$ cat src/rtl/loader_pkg.sv
// Shared types and constants for the boot-time program loader.
package loader_pkg;

  typedef enum logic [2:0] {
    IDLE,
    LEN_HI,
    LEN_LO,
    DATA_HI,
    DATA_LO,
    WRITE,
    DONE,
    ERROR
  } state_t;

  // Byte distance between consecutive instruction words (matches PC increment).
  localparam logic [15:0] IM_WORD_STRIDE   = 16'd2;
  // The image header is a big-endian word count of this many bytes.
  localparam int          LOADER_LEN_BYTES = 2;

endpackage

$ cat src/rtl/byte_pair_assembler.sv
// Joins a hi byte and the following lo byte into one big-endian 16-bit word.
// The word is presented combinationally alongside the lo-byte handshake so the
// caller can register it on the same edge that accepts the lo byte.
module byte_pair_assembler (
  input  logic        i_clk,
  input  logic        i_rst,
  input  logic        i_hi_xfer,
  input  logic        i_lo_xfer,
  input  logic [7:0]  i_byte,
  output logic [15:0] o_word,
  output logic        o_word_valid
);

  logic [7:0] r_hi;

  // Hold the high byte until its partner arrives.
  always_ff @(posedge i_clk) begin
    if (i_rst) begin
      r_hi <= 8'h00;
    end else if (i_hi_xfer) begin
      r_hi <= i_byte;
    end
  end

  assign o_word       = {r_hi, i_byte};
  assign o_word_valid = i_lo_xfer;

endmodule

$ cat src/rtl/program_loader.sv
// Boot loader: receives a length-prefixed byte image, writes 16-bit words into
// instruction memory at consecutive addresses, and keeps the CPU in reset
// until the whole image has landed.
//
//   state   | meaning
//   --------+-----------------------------------------------
//   IDLE    | after reset, waiting for start
//   LEN_HI  | waiting for high byte of word count
//   LEN_LO  | waiting for low byte of word count, then range check
//   DATA_HI | waiting for high byte of next word
//   DATA_LO | waiting for low byte of next word
//   WRITE   | one-cycle instruction-memory write
//   DONE    | image complete, CPU released
//   ERROR   | bad word count, CPU held, sticky until start/rst
module program_loader
  import loader_pkg::*;
#(
  parameter int          MAX_WORDS = 256,
  parameter logic [15:0] BASE_ADDR = 16'h0000
) (
  input  logic        i_clk,
  input  logic        i_rst,
  input  logic        i_start,
  input  logic        i_byte_valid,
  input  logic [7:0]  i_byte_data,
  output logic        o_byte_ready,
  output logic        o_im_we,
  output logic [15:0] o_im_addr,
  output logic [15:0] o_im_wdata,
  output logic        o_cpu_rst,
  output logic        o_done,
  output logic        o_error,
  output logic [15:0] o_words_loaded
);

  localparam int          LEN_W   = 8 * LOADER_LEN_BYTES;
  // One extra bit so a MAX_WORDS of 65536 would still compare correctly.
  localparam logic [LEN_W:0] MAX_LEN = (LEN_W + 1)'(MAX_WORDS);

  state_t             r_state;
  state_t             w_state_nxt;
  logic               w_byte_ready;
  logic               w_xfer;
  logic               w_start_load;
  logic [LEN_W-1:0]   w_len_full;
  logic [7:0]         r_len_hi;
  logic [LEN_W-1:0]   r_len;
  logic [15:0]        r_im_addr;
  logic [15:0]        r_im_wdata;
  logic [15:0]        r_words_loaded;
  logic               r_cpu_rst;
  logic [15:0]        w_word;
  logic               w_word_valid;

  assign w_xfer     = i_byte_valid & w_byte_ready;
  assign w_len_full = {r_len_hi, i_byte_data};

  byte_pair_assembler u_asm (
    .i_clk        (i_clk),
    .i_rst        (i_rst),
    .i_hi_xfer    (w_xfer && (r_state == DATA_HI)),
    .i_lo_xfer    (w_xfer && (r_state == DATA_LO)),
    .i_byte       (i_byte_data),
    .o_word       (w_word),
    .o_word_valid (w_word_valid)
  );

  // State register.
  always_ff @(posedge i_clk) begin
    if (i_rst) begin
      r_state <= IDLE;
    end else begin
      r_state <= w_state_nxt;
    end
  end

  // Next-state and per-state strobes; byte_ready depends on state alone.
  always_comb begin
    w_state_nxt  = r_state;
    w_byte_ready = 1'b0;
    w_start_load = 1'b0;
    case (r_state)
      IDLE, DONE, ERROR: begin
        if (i_start) begin
          w_state_nxt  = LEN_HI;
          w_start_load = 1'b1;
        end
      end
      LEN_HI: begin
        w_byte_ready = 1'b1;
        if (w_xfer) w_state_nxt = LEN_LO;
      end
      LEN_LO: begin
        w_byte_ready = 1'b1;
        if (w_xfer) begin
          if ((w_len_full == '0) || ({1'b0, w_len_full} > MAX_LEN)) begin
            w_state_nxt = ERROR;
          end else begin
            w_state_nxt = DATA_HI;
          end
        end
      end
      DATA_HI: begin
        w_byte_ready = 1'b1;
        if (w_xfer) w_state_nxt = DATA_LO;
      end
      DATA_LO: begin
        w_byte_ready = 1'b1;
        if (w_xfer) w_state_nxt = WRITE;
      end
      WRITE: begin
        if ((r_words_loaded + 16'd1) == r_len) begin
          w_state_nxt = DONE;
        end else begin
          w_state_nxt = DATA_HI;
        end
      end
      default: w_state_nxt = IDLE;
    endcase
  end

  // Length capture, write datapath, address/word counters and CPU reset.
  always_ff @(posedge i_clk) begin
    if (i_rst) begin
      r_len_hi       <= 8'h00;
      r_len          <= '0;
      r_im_addr      <= BASE_ADDR;
      r_im_wdata     <= 16'h0000;
      r_words_loaded <= 16'h0000;
      r_cpu_rst      <= 1'b1;
    end else begin
      // Registered so it falls entering DONE and rises on the edge leaving it.
      r_cpu_rst <= (w_state_nxt != DONE);
      if (w_xfer && (r_state == LEN_HI)) r_len_hi <= i_byte_data;
      if (w_xfer && (r_state == LEN_LO)) r_len    <= w_len_full;
      if (w_word_valid) r_im_wdata <= w_word;
      if (w_start_load) begin
        r_im_addr      <= BASE_ADDR;
        r_words_loaded <= 16'h0000;
      end else if (r_state == WRITE) begin
        r_im_addr      <= r_im_addr + IM_WORD_STRIDE;
        r_words_loaded <= r_words_loaded + 16'd1;
      end
    end
  end

  assign o_byte_ready   = w_byte_ready;
  assign o_im_we        = (r_state == WRITE);
  assign o_im_addr      = r_im_addr;
  assign o_im_wdata     = r_im_wdata;
  assign o_cpu_rst      = r_cpu_rst;
  assign o_done         = (r_state == DONE);
  assign o_error        = (r_state == ERROR);
  assign o_words_loaded = r_words_loaded;

endmodule

$ cat config.mk
export PLATFORM = sky130hd
export DESIGN_NAME = program_loader
export DESIGN_NICKNAME = d
export VERILOG_FILES = /design/src/rtl/loader_pkg.sv /design/src/rtl/byte_pair_assembler.sv /design/src/rtl/program_loader.sv
export SDC_FILE = /design/constraint.sdc
export NUM_CORES = 1
export LEC_CHECK = 0
export ABC_AREA = 1
export BUFFER_PORTS_ARGS = -buffer_cell sky130_fd_sc_hd__buf_2
export CAP_MARGIN = 20
export CORE_ASPECT_RATIO = 1.1
export CORE_UTILIZATION = 61
export DETAILED_ROUTE_END_ITERATION = 16
export MAX_ROUTING_LAYER = met4
export PLACE_DENSITY_LB_ADDON = 0.05
export REMOVE_ABC_BUFFERS = 1
export SYNTH_ARGS = -nofsm -noshare
export SYNTH_HDL_FRONTEND = slang
export SYNTH_SLANG_ARGS = --single-unit
$ cat constraint.sdc
create_clock -name i_clk -period 5.43 [get_ports i_clk]
set_input_delay 1.086 -clock i_clk [delete_from_list [all_inputs] [get_ports i_clk]]
set_output_delay 1.086 -clock i_clk [all_outputs]
set_load 0.02 [all_outputs]
-- Word-level counts from Yosys, hierarchy flattened
Cells that the tools add are included.
W data, S select, Z words.
- flip-flop bits (word level): 84
- latch bits: 0
- bits in writable memories: 0
- bits in read-only memories: 0
- bits of input ports: 12
- output and inout bits: 53
- logic and storage cells: 42
- memories: 0
- $add $sub $neg: 2
- multiply operators: 0
- div/mod/pow operators: 0
- order comparisons: 1
- equal/unequal tests: 9
- shift-type cells: 0
- multiplexer cells: 11
- bitwise logic cells: 1
- reduce and logical (&&, ||, !) cells: 10
- operators with widths (cell ; count):
    $mux W3 ; 7
    $pmux W3 S6 ; 1
    $add A16 B1 Y16 const B ; 1
    $add A16 B2 Y16 const B ; 1
    $eq A16 B16 Y1 ; 1
    $gt A16 B9 Y1 const B ; 1
    $logic_not A16 Y1 ; 1
    $eq A3 B3 Y1 const B ; 4
    $eq A3 B2 Y1 const B ; 2
    $logic_and A1 B1 Y1 ; 4
    $reduce_or A4 Y1 ; 1
    $eq A3 B1 Y1 const B ; 1
    $logic_not A3 Y1 ; 1
    $mux W1 ; 3
    $ne A3 B3 Y1 const B ; 1
    $reduce_or A3 Y1 ; 1
    $reduce_or A2 Y1 ; 1
    $and A1 B1 Y1 ; 1
    $logic_or A1 B1 Y1 ; 1

-- Logic depth before layout (Yosys ltp)
- depth after elaboration: 7
- mapped depth: 16
- mapped depth without buffers: 16

-- Cells and area by module
A second synthesis with hierarchy kept.
- cell total of the unflattened synthesis: 593
- area, all modules: 4063.9 um^2
- by module, submodules not included (module ; instances ; cells an instance ; area an instance (um^2) ; sequential area each (um^2)):
    program_loader ; 1 ; 533 ; 3654.8 ; 1501.4
    byte_pair_assembler ; 1 ; 60 ; 409.1 ; 160.2

-- Worst setup path after synthesis
OpenSTA, ideal clock, no wires.
- path type: register to output
- start: register r_state[0]
- end: output port o_im_we
- arrival: 1114 ps
- slack: 3230 ps
- cell stages (with the launch flop): 6
- path buffers: 1
- cell sequence: dfxtp_1 > inv_2 > nor2_2 > nand2_2 > inv_1 > clkbuf_1
- cells in the longest elaborated chain, start to end: 1
- RTL lines (what ; line ; text):
    start, declared ; program_loader.sv:40 ; state_t r_state;
    start signal, assigned ; program_loader.sv:73 ; r_state <= w_state_nxt;
    $eq A3 B3 Y1 ; program_loader.sv:148 ; assign o_im_we = (r_state == WRITE);
    end, declared ; program_loader.sv:27 ; output logic o_im_we,
No other way between the ends.

-- Worst setup path in the final report
- start: input port i_rst
- end: register r_im_addr[13], in the netlist o_im_addr[13]
- cells in the longest elaborated chain, start to end: 1
- RTL lines (what ; line ; text):
    start, declared ; program_loader.sv:22 ; input logic i_rst,
    $reduce_or A2 Y1 (no source line) ; -- ;
    end signal, assigned ; program_loader.sv:141 ; r_im_addr <= r_im_addr + IM_WORD_STRIDE;
    end, declared ; program_loader.sv:48 ; logic [15:0] r_im_addr;
No other way between the ends.
A chain may end at the register's enable or synchronous reset.

==> results.py <==
metrics = {
    "outcome": {
        "status": "completed",
    },
    "hold_path": {
        "min_to": "u_asm.r_hi[2]$_SDFFE_PP0P_",
        "whs_path_depth": 2,
        "hold_class": "flip-flop to flip-flop",
        "hp-start": "u_asm.r_hi[2]$_SDFFE_PP0P_",
    },
    "synthesis": {
        "netlist_area_um2": 4050,
        "yosys.area_share.simple_pct": 30.0,
        "synth_compound_area_share_pct": 17.8,
        "synth_top_cell_by_area": "dfxtp_1",
        "yosys-top-cells-area": "dfxtp_1 41%, nand2_1 9.1%, a21oi_1 7.5%, o21ai_0 7.4%, nand3_1 5.9%",
        "synth_top_family_by_area": "simple AND/OR/NAND/NOR gates",
        "postSynthCellCount": 567,
        "synth.mux.area_fraction_pct": 0,
        "synth-xor-area-share_pct": 1.73,
        "avgSynthCellArea_um2": 7.14,
        "synth_fa_ha_area_share_pct": 0.927,
        "yosys_warnings": 0,
        "synth_top_area_share_pct": 41.1,
        "ys_seq_area_share_pct": 41.1,
        "ys_seq_elements": 83,
        "synth_cell_type_count": 38,
    },
    "worst_setup_path": {
        "crit_family": "compound AO/OA/AOI/OAI gates",
        "crit_path_start_kind": "input port",
        "cpMaxStageDelayCell": "clkinv_1",
        "r2r_cells": 6,
        "cp_num_buf_inv": 2,
        "cp.required_ns": 5.74,
        "r2r-start": "r_state[2]$_SDFF_PP0_",
        "path_cells": "buf_2 > a21oi_1 > clkinv_1 > a31oi_1 > o21a_1",
        "cpPeakStageDelay_ns": 0.80,
        "rr_endpoint": "o_im_addr[13]$_SDFFE_PP0P_",
        "end_kind": "flip-flop",
        "r2r_slack_ns": 2.54,
        "worstPathArrival_ns": 3.40,
        "worstPathMaxFanout": 19,
        "path_depth": 5,
        "critPathKind": "input port to flip-flop",
    },
    "sta": {
        "fin_crit_ns": 3.09,
        "worstMarginPinSlew_ns": 1.01,
        "fin_ws_ns": 2.34,
        "hold_slack_ns": 0.472,
        "setup_tns_ns": 0,
        "rsz0062_at_grt": "no",
        "hold_viol": 0,
        "max-slew-margin-rel_pct": 32.8,
        "setup_viol": 0,
        "fmax_mhz": 324,
        "finalMaxSlewViolations": 0,
        "fin_crit_sh_pct": 56.9,
        "fin_worst_skew_ns": 0.00814,
    },
    "clocking": {
        "cts_hold_buf": 0,
        "clk_latency_ns": 0.36,
        "cts-root-buf": "clkbuf_8",
        "cts_sinks": 83,
        "cts_setup_buffers": 0,
        "clockBufferDepth": 2,
        "ctsResizeCount": 0,
        "clk_pin_slew_ns": 0.09,
        "cts_tree": "done",
        "ctsHtreeMaxLevel": 3,
        "cts_buffers": 9,
    },
    "grt": {
        "gr-total-overflow": 0,
        "grt.total_usage_pct": 29.1,
        "grt_max_degree": 42,
        "grt_pass1_vias": 3526,
        "antenna_found_initial": 0,
        "grt_first_pass_wirelength_um": 15400,
    },
    "routing": {
        "wl_um": 9410,
        "drtPass1Iterations": 5,
        "vias": 3854,
        "ant_nets": 0,
        "drt_iter0_markers": 195,
        "drcViolationCount": 0,
        "wl_per_cell_um": 13.3,
        "via_per_inst": 5.43,
    },
    "layout": {
        "post-route-util_pct": 73.0,
        "drive_gt1_share_pct": 19.4,
        "diodes": 0,
        "nets": 640,
        "area_delta_synth_final_pct": 13.8,
        "fin_cells": 710,
        "design_area_um2": 4610,
    },
    "floorplan": {
        "die_h_um": 87.4,
        "ios": 65,
        "die_area_um2": 6970,
        "start_util_pct": 64.2,
        "dieWidth_um": 79.7,
        "fp.coreArea_um2": 6310,
        "row_count": 30,
    },
    "power_and_ir_drop": {
        "clock_power_share_pct": 31.6,
        "internal_power_mw": 0.978,
        "switching_share_pct": 33.6,
        "peakVddDrop_v": 0.000242,
        "power.leakage_nw": 2.17,
        "combPwrFrac_pct": 20.9,
        "seq_power_share_pct": 47.6,
        "power.density_nw_per_um2": 320,
        "p_switching_mw": 0.495,
        "total_power_mw": 1.47,
    },
    "placed_design": {
        "io_buffers": 63,
        "place_area_um2": 4400,
        "place_ws_ns": 2.03,
        "hpwl_um": 6790,
        "gp_congestion": 0.840,
        "placedCellCount": 694,
    },
    "job": {
        "maxCapViolCount": 0,
    },
}
## final cells by class
class	count	area [um^2]
multi-input combinational	396	2050
clock buffer	9	124
clock inverter	7	80.1
fill	516	1700
inverter	70	263
tap	80	100
timing repair buffer	65	330
sequential	83	1660
## worst max path at each step
stage	slack, ns	end	from
CTS	2.39	o_im_addr[13]$_SDFFE_PP0P_	i_rst
global placement	2.10	o_im_addr[13]$_SDFFE_PP0P_	i_rst
detailed placement	2.03	o_im_addr[13]$_SDFFE_PP0P_	i_rst
floorplan	3.00	r_state[0]$_SDFF_PP0_	i_byte_valid
global route	2.12	o_words_loaded[12]$_SDFFE_PP0P_	i_rst
finish	2.34	o_im_addr[13]$_SDFFE_PP0P_	i_rst
## placed cells by master (no fill, tap or decap), drive strengths merged
| master | netlist | final |
|---|---|---|
| nand2 | 110 | 110 |
| dfxtp | 83 | 83 |
| inv | 68 | 72 |
| buf | 4 | 65 |
| a21oi | 63 | 63 |
| nor2 | 63 | 63 |
| o21ai | 60 | 60 |
| nand3 | 49 | 49 |
| nand4 | 10 | 10 |
| clkbuf | 14 | 9 |
| nor3 | 8 | 8 |
| xor2 | 6 | 6 |
| a31oi | 5 | 5 |
| nand3b | 4 | 4 |
| o21a | 3 | 3 |
| ha | 3 | 3 |
| o21bai | 3 | 3 |
| clkinv | 2 | 2 |
| nor4 | 2 | 2 |
| xnor2 | 2 | 2 |
| clkinvlp | 0 | 2 |
| nor3b | 1 | 1 |
| or2 | 1 | 1 |
| o211ai | 1 | 1 |
| a2111oi | 1 | 1 |
| conb | 1 | 1 |
| bufinv | 0 | 1 |
## layer usage
layer	GRT usage, %	vias up	part of all wire (%)
met1	35.5	1744	46
met4	13.1	0	2.1
met3	4.82	20	4.3
met2	47.1	103	48
met5	-	-	0
li1	-	1987	-
## Yosys cell counts
master / count
a2111oi_0: 1
xnor2_1: 2
clkinv_1: 2
inv_2: 6
buf_4: 2
nor2_2: 9
nand3b_1: 4
dfxtp_1: 83
nand4_2: 1
nor2_4: 4
nand2_1: 98
o211ai_1: 1
inv_1: 62
nand2_4: 3
xor2_1: 6
o21ai_0: 60
clkbuf_1: 14
buf_1: 1
a21oi_2: 2
nor4_1: 2
a21oi_1: 61
nand3_2: 1
o21a_1: 3
a31oi_1: 5
or2_2: 1
nand3_1: 48
ha_1: 3
nor3_1: 7
nor2_1: 47
nor3_2: 1
nand2_2: 9
o21bai_1: 2
conb_1: 1
nor3b_1: 1
nor2_8: 3
o21bai_2: 1
nand4_1: 9
buf_2: 1
## flip-flops by register name (all words and copies together), names as in the netlist
signal and count:
r_state 3, u_asm.r_hi 8, o_im_addr 15, o_im_wdata 16, r_len 16, o_words_loaded 16, o_cpu_rst 1, r_len_hi 8
## power by group through the flow
stage	combinational [mW]	sequential, mW	clock [mW]
global placement	0.297	0.711	0
detailed placement	0.302	0.713	0
floorplan	0.223	0.708	0
global route	0.347	0.706	0.497
finish	0.308	0.701	0.465
CTS	0.305	0.699	0.468
## worst reg2reg max path, stage by stage, from the launching register on
cell	delay, ns
dfxtp_1	0.39
ha_1	0.20
o21bai_1	0.14
a21oi_1	0.78
clkinv_1	0.80
a31oi_1	0.37
o21a_1	0.17
## kinds of logic after synthesis
family,count (synthesis)
DFF,83
xor gates and xnor gates,8
buffers and inverters,88
AOI/OAI and AO/OA,136
adders and majority gates,3
other,1
and+or+nand+nor,248
(Power assumes the default switching activity.)
